$ cat src/rtl/fetch_data_mem_arbiter_pkg.sv
// Shared types for the fetch/data unified memory-port arbiter.
package fetch_data_mem_arbiter_pkg;

    localparam int unsigned ADDR_W = 16;
    localparam int unsigned DATA_W = 16;

    typedef enum logic [1:0] {
        IDLE   = 2'd0,
        I_BUSY = 2'd1,
        D_BUSY = 2'd2
    } arb_state_e;

    typedef logic arb_owner_t;
    localparam arb_owner_t OWN_I = 1'b0;
    localparam arb_owner_t OWN_D = 1'b1;

    // Request captured at grant time and replayed on the memory port until done.
    typedef struct packed {
        logic              wr;
        logic [ADDR_W-1:0] addr;
        logic [DATA_W-1:0] wdata;
    } mem_req_t;

endpackage

$ cat src/rtl/arb_starve_counter.sv
// Saturating fairness counter with increment/clear and a ge-limit compare.
module arb_starve_counter #(
    parameter int unsigned CNT_W = 2,
    parameter int unsigned LIMIT = 3
) (
    input  logic clk,
    input  logic rst_n,
    input  logic inc_i,
    input  logic clr_i,
    output logic ge_limit_o
);

    localparam logic [CNT_W-1:0] CNT_MAX = '1;

    logic [CNT_W-1:0] cnt_q, cnt_d;

    // Clear dominates increment; increment saturates at all-ones.
    always_comb begin
        cnt_d = cnt_q;
        if (clr_i) begin
            cnt_d = '0;
        end else if (inc_i && (cnt_q != CNT_MAX)) begin
            cnt_d = cnt_q + CNT_W'(1);
        end
    end

    always_ff @(posedge clk or negedge rst_n) begin
        if (!rst_n) begin
            cnt_q <= '0;
        end else begin
            cnt_q <= cnt_d;
        end
    end

    assign ge_limit_o = (cnt_q >= CNT_W'(LIMIT));

endmodule

$ cat src/rtl/fetch_data_mem_arbiter.sv
// Arbitrates one shared memory port between fetch and data stages, data first with starvation guard.
// Define ARB_PERF_CNT_EN to add the conflict_cnt / starve_evt_cnt performance counters.
module fetch_data_mem_arbiter
    import fetch_data_mem_arbiter_pkg::*;
#(
    parameter int unsigned STARVE_LIMIT = 3,
    parameter int unsigned CNT_W        = 2
) (
    input  logic              clk,
    input  logic              rst,
    input  logic              i_rd,
    input  logic [ADDR_W-1:0] i_addr,
    output logic [DATA_W-1:0] i_data,
    output logic              i_stall,
    output logic              i_done,
    input  logic              d_rd,
    input  logic              d_wr,
    input  logic [ADDR_W-1:0] d_addr,
    input  logic [DATA_W-1:0] d_wdata,
    output logic [DATA_W-1:0] d_rdata,
    output logic              d_stall,
    output logic              d_done,
    output logic              m_rd,
    output logic              m_wr,
    output logic [ADDR_W-1:0] m_addr,
    output logic [DATA_W-1:0] m_wdata,
    input  logic [DATA_W-1:0] m_rdata,
    input  logic              m_stall,
    input  logic              m_done,
    input  logic              m_err,
    output logic              err
`ifdef ARB_PERF_CNT_EN
    ,
    output logic [15:0]       conflict_cnt,
    output logic [15:0]       starve_evt_cnt
`endif
);

    arb_state_e        state_q, state_d;
    mem_req_t          req_q, req_d;
    arb_owner_t        owner;
    logic              d_req;
    logic              grant_i, grant_d, xfer_done, starve_ge;
    logic [DATA_W-1:0] i_data_q, d_rdata_q;
    logic              err_q;

    assign d_req = d_rd | d_wr;

    // Memory busy is implied by the absence of m_done; the strobe is simply held.
    logic unused_ok;
    assign unused_ok = m_stall;

    arb_starve_counter #(
        .CNT_W (CNT_W),
        .LIMIT (STARVE_LIMIT)
    ) u_starve (
        .clk        (clk),
        .rst_n      (rst),
        .inc_i      (grant_d & i_rd),
        .clr_i      (~i_rd | grant_i),
        .ge_limit_o (starve_ge)
    );

    // Next state, zero-cycle issue from IDLE, replay of the captured request while busy.
    always_comb begin
        state_d   = state_q;
        req_d     = req_q;
        owner     = OWN_I;
        grant_i   = 1'b0;
        grant_d   = 1'b0;
        xfer_done = 1'b0;
        m_rd      = 1'b0;
        m_wr      = 1'b0;
        m_addr    = '0;
        m_wdata   = '0;
        i_done    = 1'b0;
        d_done    = 1'b0;
        if (rst) begin
            case (state_q)
                IDLE: begin
                    if (i_rd || d_req) begin
                        owner   = (d_req && !(i_rd && starve_ge)) ? OWN_D : OWN_I;
                        grant_i = (owner == OWN_I);
                        grant_d = (owner == OWN_D);
                        if (grant_d) begin
                            req_d = '{wr: d_wr, addr: d_addr, wdata: d_wdata};
                        end else begin
                            req_d = '{wr: 1'b0, addr: i_addr, wdata: '0};
                        end
                        m_rd    = ~req_d.wr;
                        m_wr    = req_d.wr;
                        m_addr  = req_d.addr;
                        m_wdata = req_d.wdata;
                        if (m_done) begin
                            xfer_done = 1'b1;
                            i_done    = grant_i;
                            d_done    = grant_d;
                        end else begin
                            state_d = grant_d ? D_BUSY : I_BUSY;
                        end
                    end
                end
                I_BUSY: begin
                    m_rd   = 1'b1;
                    m_addr = req_q.addr;
                    if (m_done) begin
                        xfer_done = 1'b1;
                        i_done    = 1'b1;
                        state_d   = IDLE;
                    end
                end
                D_BUSY: begin
                    m_rd    = ~req_q.wr;
                    m_wr    = req_q.wr;
                    m_addr  = req_q.addr;
                    m_wdata = req_q.wdata;
                    if (m_done) begin
                        xfer_done = 1'b1;
                        d_done    = 1'b1;
                        state_d   = IDLE;
                    end
                end
                default: state_d = IDLE;
            endcase
        end
    end

    always_ff @(posedge clk or negedge rst) begin
        if (!rst) begin
            state_q   <= IDLE;
            req_q     <= '0;
            i_data_q  <= '0;
            d_rdata_q <= '0;
            err_q     <= 1'b0;
        end else begin
            state_q <= state_d;
            req_q   <= req_d;
            if (i_done) begin
                i_data_q <= m_rdata;
            end
            if (d_done && !m_wr) begin
                d_rdata_q <= m_rdata;
            end
            if (m_err && xfer_done) begin
                err_q <= 1'b1;
            end
        end
    end

    assign i_data  = i_data_q;
    assign d_rdata = d_rdata_q;
    assign err     = err_q;
    assign i_stall = i_rd & ~i_done;
    assign d_stall = d_req & ~d_done;

`ifdef ARB_PERF_CNT_EN
    logic [15:0] conflict_q, starve_evt_q;

    // Conflicts are counted per arbitration cycle; forced grants are fetch wins over a live data request.
    always_ff @(posedge clk or negedge rst) begin
        if (!rst) begin
            conflict_q   <= '0;
            starve_evt_q <= '0;
        end else begin
            if ((state_q == IDLE) && i_rd && d_req) begin
                conflict_q <= conflict_q + 16'd1;
            end
            if (grant_i && d_req && starve_ge) begin
                starve_evt_q <= starve_evt_q + 16'd1;
            end
        end
    end

    assign conflict_cnt   = conflict_q;
    assign starve_evt_cnt = starve_evt_q;
`endif

endmodule
$ cat config.mk
export PLATFORM = sky130hd
export DESIGN_NAME = fetch_data_mem_arbiter
export DESIGN_NICKNAME = d
export VERILOG_FILES = /design/src/rtl/fetch_data_mem_arbiter_pkg.sv /design/src/rtl/arb_starve_counter.sv /design/src/rtl/fetch_data_mem_arbiter.sv
export SDC_FILE = /design/constraint.sdc
export NUM_CORES = 1
export LEC_CHECK = 0
export CORE_MARGIN = 3
export CORE_UTILIZATION = 43
export DETAILED_ROUTE_END_ITERATION = 8
export PLACE_DENSITY_LB_ADDON = 0.05
export SLEW_MARGIN = 20
export SYNTH_ARGS = -nofsm -noshare
export SYNTH_HDL_FRONTEND = slang
export SYNTH_SLANG_ARGS = --single-unit
$ cat constraint.sdc
create_clock -name clk -period 3 [get_ports clk]
set_input_delay 0.9 -clock clk [delete_from_list [all_inputs] [get_ports clk]]
set_output_delay 0.9 -clock clk [all_outputs]
set_load 0.005 [all_outputs]
# [Word level (Yosys, flattened, before mapping)]
# Cells that the tools add are included.
[totals] regBits=70 input_bits=72
[op_classes] n_reduce_logical=13 n_mux=42 add_sub_neg=1 magnitude_cmp=1 bitwise=11 n_eq_ne=6
[op_table] op="$mux W33" count=4
[op_table] op="$mux W16" count=4
[op_table] op="$pmux W16 S2" count=2
[op_table] op="$mux W1" count=20
[op_table] op="$mux W2" count=6
[op_table] op="$pmux W1 S2" count=4
[op_table] op="$ne A2 B2 Y1 const B" count=3
[op_table] op="$not A1 Y1" count=6
[op_table] op="$logic_and A1 B1 Y1" count=5
[op_table] op="$pmux W2 S2" count=1
[op_table] op="$reduce_and A4 Y1" count=1
[op_table] op="$and A1 B1 Y1" count=3
[op_table] op="$pmux W1 S3" count=1
[op_table] op="$reduce_and A3 Y1" count=1
[op_table] op="$add A2 B1 Y2 const B" count=1
[op_table] op="$eq A2 B1 Y1 const B" count=1
[op_table] op="$eq A2 B2 Y1 const B" count=1
[op_table] op="$ge A2 B2 Y1 const B" count=1
[op_table] op="$logic_not A1 Y1" count=2
[op_table] op="$logic_not A2 Y1" count=1
[op_table] op="$ne A2 B1 Y1 const B" count=1
[op_table] op="$or A1 B1 Y1" count=2
[op_table] op="$reduce_bool A2 Y1" count=1
[op_table] op="$reduce_or A2 Y1" count=1
[op_table] op="$logic_or A1 B1 Y1" count=1

# [Longest topological paths before layout]
[logic_depth] depth_word=14 ltp_mapped=8

# [Cells and area by module]
# From an unflattened synthesis, not the netlist that was laid out.
[hier_totals] cells_unflattened=310 area_unflattened_um2=3515.9
[modules_own_cells] module="fetch_data_mem_arbiter" cells_per_inst=300 n_inst=1 area_per_inst_um2=3392.0
[modules_own_cells] module="arb_starve_counter" cells_per_inst=10 n_inst=1 area_per_inst_um2=123.9

# [Least setup slack after synthesis]
# OpenSTA, ideal clock, no wires.
[synth_timing] kind="input to output" from="input port i_rd" to="output port m_addr[10]" path_slack_ns=0.087 arrival_ns=2.013 path_stages=6 path_buffers=2 cell_sequence="a2bb2oi_2 buf_2 buf_2 mux2i_1 a2bb2oi_1 nor2_1"
[synth_via] elab_chain_cells=11 elab_cells_between_ends=12 classes_between="mux: 8; reduce/logical: 4"
[synth_lines] element="from (decl)" line="fetch_data_mem_arbiter.sv:11" text="input logic i_rd,"
[synth_lines] element="$logic_and A1 B1 Y1" line="fetch_data_mem_arbiter.sv:82" text="owner = (d_req && !(i_rd && starve_ge)) ? OWN_D : OWN_I;"
[synth_lines] element="$logic_not A1 Y1" line="fetch_data_mem_arbiter.sv:82"
[synth_lines] element="$logic_and A1 B1 Y1" line="fetch_data_mem_arbiter.sv:82"
[synth_lines] element="$mux W1" line="fetch_data_mem_arbiter.sv:82"
[synth_lines] element="$mux W33" line="fetch_data_mem_arbiter.sv:85" text="if (grant_d) begin"
[synth_lines] element="$mux W33" line="fetch_data_mem_arbiter.sv:81" text="if (i_rd || d_req) begin"
[synth_lines] element="$mux W33" line="fetch_data_mem_arbiter.sv:79" text="case (state_q)"
[synth_lines] element="$mux W33" line="fetch_data_mem_arbiter.sv:78" text="if (rst) begin"
[synth_lines] element="$mux W16 *" line="fetch_data_mem_arbiter.sv:81"
[synth_lines] element="$pmux W16 S2 *" line="fetch_data_mem_arbiter.sv:79"
[synth_lines] element="$mux W16 *" line="fetch_data_mem_arbiter.sv:78"
[synth_lines] element="to (decl)" line="fetch_data_mem_arbiter.sv:25" text="output logic [ADDR_W-1:0] m_addr,"
# Mark *: on every way between the ends. The rest lies on a longest branch, timed or not. The select of a mux whose other input is x is not followed.

# [Final worst setup path]
[layout_timing] from="input port d_wr" to="output port m_addr[11]"
[layout_via] elab_chain_cells=10 elab_cells_between_ends=11 classes_between="mux: 8; bitwise: 1; reduce/logical: 2"
[layout_lines] element="from (decl)" line="fetch_data_mem_arbiter.sv:17" text="input logic d_wr,"
[layout_lines] element="$or A1 B1 Y1 *" line="fetch_data_mem_arbiter.sv:47" text="assign d_req = d_rd | d_wr;"
[layout_lines] element="$logic_and A1 B1 Y1" line="fetch_data_mem_arbiter.sv:82"
[layout_lines] element="$mux W1" line="fetch_data_mem_arbiter.sv:82"
[layout_lines] element="$mux W33" line="fetch_data_mem_arbiter.sv:85"
[layout_lines] element="$mux W33" line="fetch_data_mem_arbiter.sv:81"
[layout_lines] element="$mux W33" line="fetch_data_mem_arbiter.sv:79"
[layout_lines] element="$mux W33" line="fetch_data_mem_arbiter.sv:78"
[layout_lines] element="$mux W16 *" line="fetch_data_mem_arbiter.sv:81"
[layout_lines] element="$pmux W16 S2 *" line="fetch_data_mem_arbiter.sv:79"
[layout_lines] element="$mux W16 *" line="fetch_data_mem_arbiter.sv:78"
# Marks and branches as above.

==> results by group <==
Cells and area
  • Fin area: 0.00600 mm^2
  • N_diodes: 0
  • Layout area overhead: 73.0%
  • Share of cells above drive strength 1: 36.1%
  • # nets final: 568

Setup path
  • Cell-by-cell trace of the critical path: buf_8 -> a2bb2oi_4 -> buf_12 -> buf_12 -> buf_12 -> buf_6 -> mux2i_4 -> a2bb2oi_2 -> nor2_1 -> buf_2
  • Top Family by Delay on Critical Path: buffers and inverters
  • CP Max Fanout: 3
  • Worst path depth: 10
  • Worst R2R Path Depth: 8
  • Endpoint class of the critical path: output pin
  • Critical path required time: 2.10 ns
  • Startpoint types: input port
  • Slowest cell on crit path: mux2i_4
  • Critical Path AT: 2.20 ns
  • Buf/Inv on CP: 6
  • Cell mode on critical path: buf_12
  • CP Class: input port to output pin
  • Critical Path Max Stage Delay: 0.18 ns

Timing
  • Slew Limit Fails: 0
  • Final Cycle Share: 103%
  • Least-Margin Pin Slew: 0.469 ns
  • Final setup viols: 6
  • RSZ-0062 raised after global routing: yes
  • Final min period: 3.10 ns
  • Slew HR: 68.5%
  • Fmax: 0.322 GHz
  • WHS: 0.392 ns
  • Setup ws final: -0.104 ns
  • Count of final hold-check violations: 0
  • Final TNS setup: -0.321 ns
  • Worst Skew: 0.00987 ns

CTS
  • CTS Buffer Depth: 2
  • Clock transition at the registers of the reported paths: 0.07 ns
  • CTS tree: built
  • Htree depth: 3
  • CTS Sinks: 70
  • CTS Hold Bufs: 0
  • Clk root buf: clkbuf_8
  • Num CTS Buffers: 9
  • Clk Latency, worst-skew pair: 0.34 ns

Placement
  • Post-place setup slack: -0.731 ns
  • PortBufs: 141
  • Post-DP HPWL: 6570 um
  • RePlAce Congestion: 0.833
  • Dpl cell area: 0.00519 mm^2

GRT
  • Number of global-route vias before repair: 3063
  • First-pass GRT wire length: 15000 um
  • Gr usage total: 21.2%
  • Initial antenna violation count: 0
  • GR Overflow Total: 0
  • Largest net degree at the start of global routing: 30

Synth
  • Main synth FF type: dfrtp_1
  • Register area share after synthesis: 50.5%
  • Syn Area/Cell: 11.3 um^2
  • Post-Syn Instances: 307
  • Yosys warnings: 0
  • Post-Synthesis Cell Area: 0.00347 mm^2
  • Ys async rst share: 100%
  • Syn Nets: 384
  • Yosys cell types: 34
  • Number of synthesized register bits: 70
  • Number of enable flip-flop cells after synthesis: 0

Floorplanning
  • Die height: 95.8 um
  • Die Wd: 95.8 um
  • Rows: 32
  • Initial Util: 44.7%
  • Core area: 0.00777 mm^2
  • Total die area: 0.00918 mm^2
  • # IOs: 143

Route
  • Initial DRC count: 81
  • DR pass1 iterations: 4
  • Via count of the routed design: 3121
  • Drt via density: 5.22
  • Wirelength per Cell: 16.3 um
  • Routed Antenna Nets: 0
  • WL final: 9720 um
  • Remaining DRCs: 0

Outcome
  • Failing checks: setup timing
  • Status: finished with violations

Run
  • Max-cap violations: 0

Pwr
  • Total Power: 5.38 mW
  • Pwr/cell area: 897 mW/mm^2
  • Maximum vdd drop: 604 uV
  • Leak: 2.67 nW

Min path
  • HP Class: input port to asynchronous set/reset pin
-- layout by cell type, fill, tap and decap left out, drive strengths merged, types with 2 or more instances in the layout --
cell	netlist	final
inv	6	7
a22oi	16	16
o21ai	21	21
clkdlybuf4s15	0	3
bufinv	0	2
ha	5	5
o41ai	2	2
nand2	22	22
a2bb2oi	17	17
mux2i	17	17
clkinvlp	0	2
dfrtp	70	70
a21oi	2	2
nor2b	19	19
nor2	24	24
a22o	18	18
mux2	32	32
clkbuf	13	17
clkdlybuf4s50	0	99
clkinv	0	2
buf	10	68
dlygate4sd2	0	17
-- worst paths after layout --
| path | start | endpoint | slack [ns] |
|---|---|---|---|
| min in group clk | err | err | 0.49 |
| worst min-delay path | rst | req_q[6] | 0.39 |
| worst max-delay path | d_wr | m_addr[11] | -0.10 |
| worst min register to register | err | err | 0.49 |
| worst max register to register | u_starve.cnt_q[0] | d_rdata[12] | 0.88 |
| max in group asynchronous | rst | i_data[2] | 1.83 |
-- repair_timing --
item,in CTS,in global routing
setup buffers,21,6
gates resized for setup,137,53
cloned,0,0
endpoints found under the setup margin,38,17
pin swaps,14,16
-- synthesized netlist by cell type (2+ instances only) --
cell type	count	area [um^2]
a22o_1	18	158
a22oi_1	16	120
a2bb2oi_1	16	140
buf_1	2	7.51
buf_2	6	30.0
buf_6	2	22.5
clkbuf_1	13	48.8
dfrtp_1	70	1750
ha_1	5	62.6
inv_1	6	22.5
mux2_2	22	248
mux2_4	10	150
mux2i_1	17	170
nand2_1	22	82.6
nor2_1	24	90.1
nor2b_1	19	119
o21ai_0	21	105
o41ai_1	2	17.5
-- final cells by class --
class | instances | area [um^2]
Tap cell | 102 | 128
Clock inverter | 7 | 97.6
Inverter | 6 | 22.5
Multi-Input combinational cell | 208 | 1990
Clock buffer | 9 | 124
Timing Repair Buffer | 196 | 1890
Sequential cell | 70 | 1750
Fill cell | 541 | 1770
-- stage by stage --
step | cells | utilization (%)
global placement | 556 | 66.9
floorplan | 307 | -
finish | 598 | 77.3
detailed placement | 556 | 66.9
global route | 598 | 77.3
CTS | 593 | 74.5
-- kinds of logic (layout without fill, tap and decap cells) --
| kind of cell | count (synthesis) | in the layout | synth area share (%) |
|---|---|---|---|
| AND/OR/NAND/NOR | 73 | 73 | 9.92 |
| adder cells (fa/ha/maj) | 5 | 5 | 1.80 |
| buffers and inverters | 29 | 218 | 3.79 |
| multiplexers | 49 | 49 | 16.4 |
| XOR/XNOR | 1 | 1 | 0.252 |
| AO/OA/AOI/OAI | 80 | 80 | 17.4 |
| flip-flops | 70 | 70 | 50.5 |
-- worst reg2reg max path: cells and delay by family (launching register included) --
kind | cells | cell delay [ns]
flops | 1 | 0.42
simple gates | 1 | 0.42
buf+inv | 3 | 0.41
mux | 1 | 0.30
compound gates | 2 | 0.24
fa+ha+maj | 1 | 0.20
-- power by group --
part,internal [mW],total (mW),switching (mW)
logic,1.71,2.88,1.17
clock network,0.471,0.837,0.366
registers,1.39,1.67,0.279
-- registers in the layout, indices dropped and copies added (netlist names) --
signal / flops
i_data: 16
err: 1
req_q: 33
d_rdata: 16
state_q: 2
u_starve.cnt_q: 2
-- routing by layer --
layer  vias to the layer above  GRT usage (%)  wire length (um)  part of all wire (%)
met5                         -              0                 0                     0
met4                         0           6.16               115                   1.2
met3                        12           5.24               596                   6.1
met2                        98           35.3              4990                    51
met1                      1529           27.5              4020                    41
li1                       1482              -                 -                     -
No activity file was read; power rests on OpenSTA's default activity.
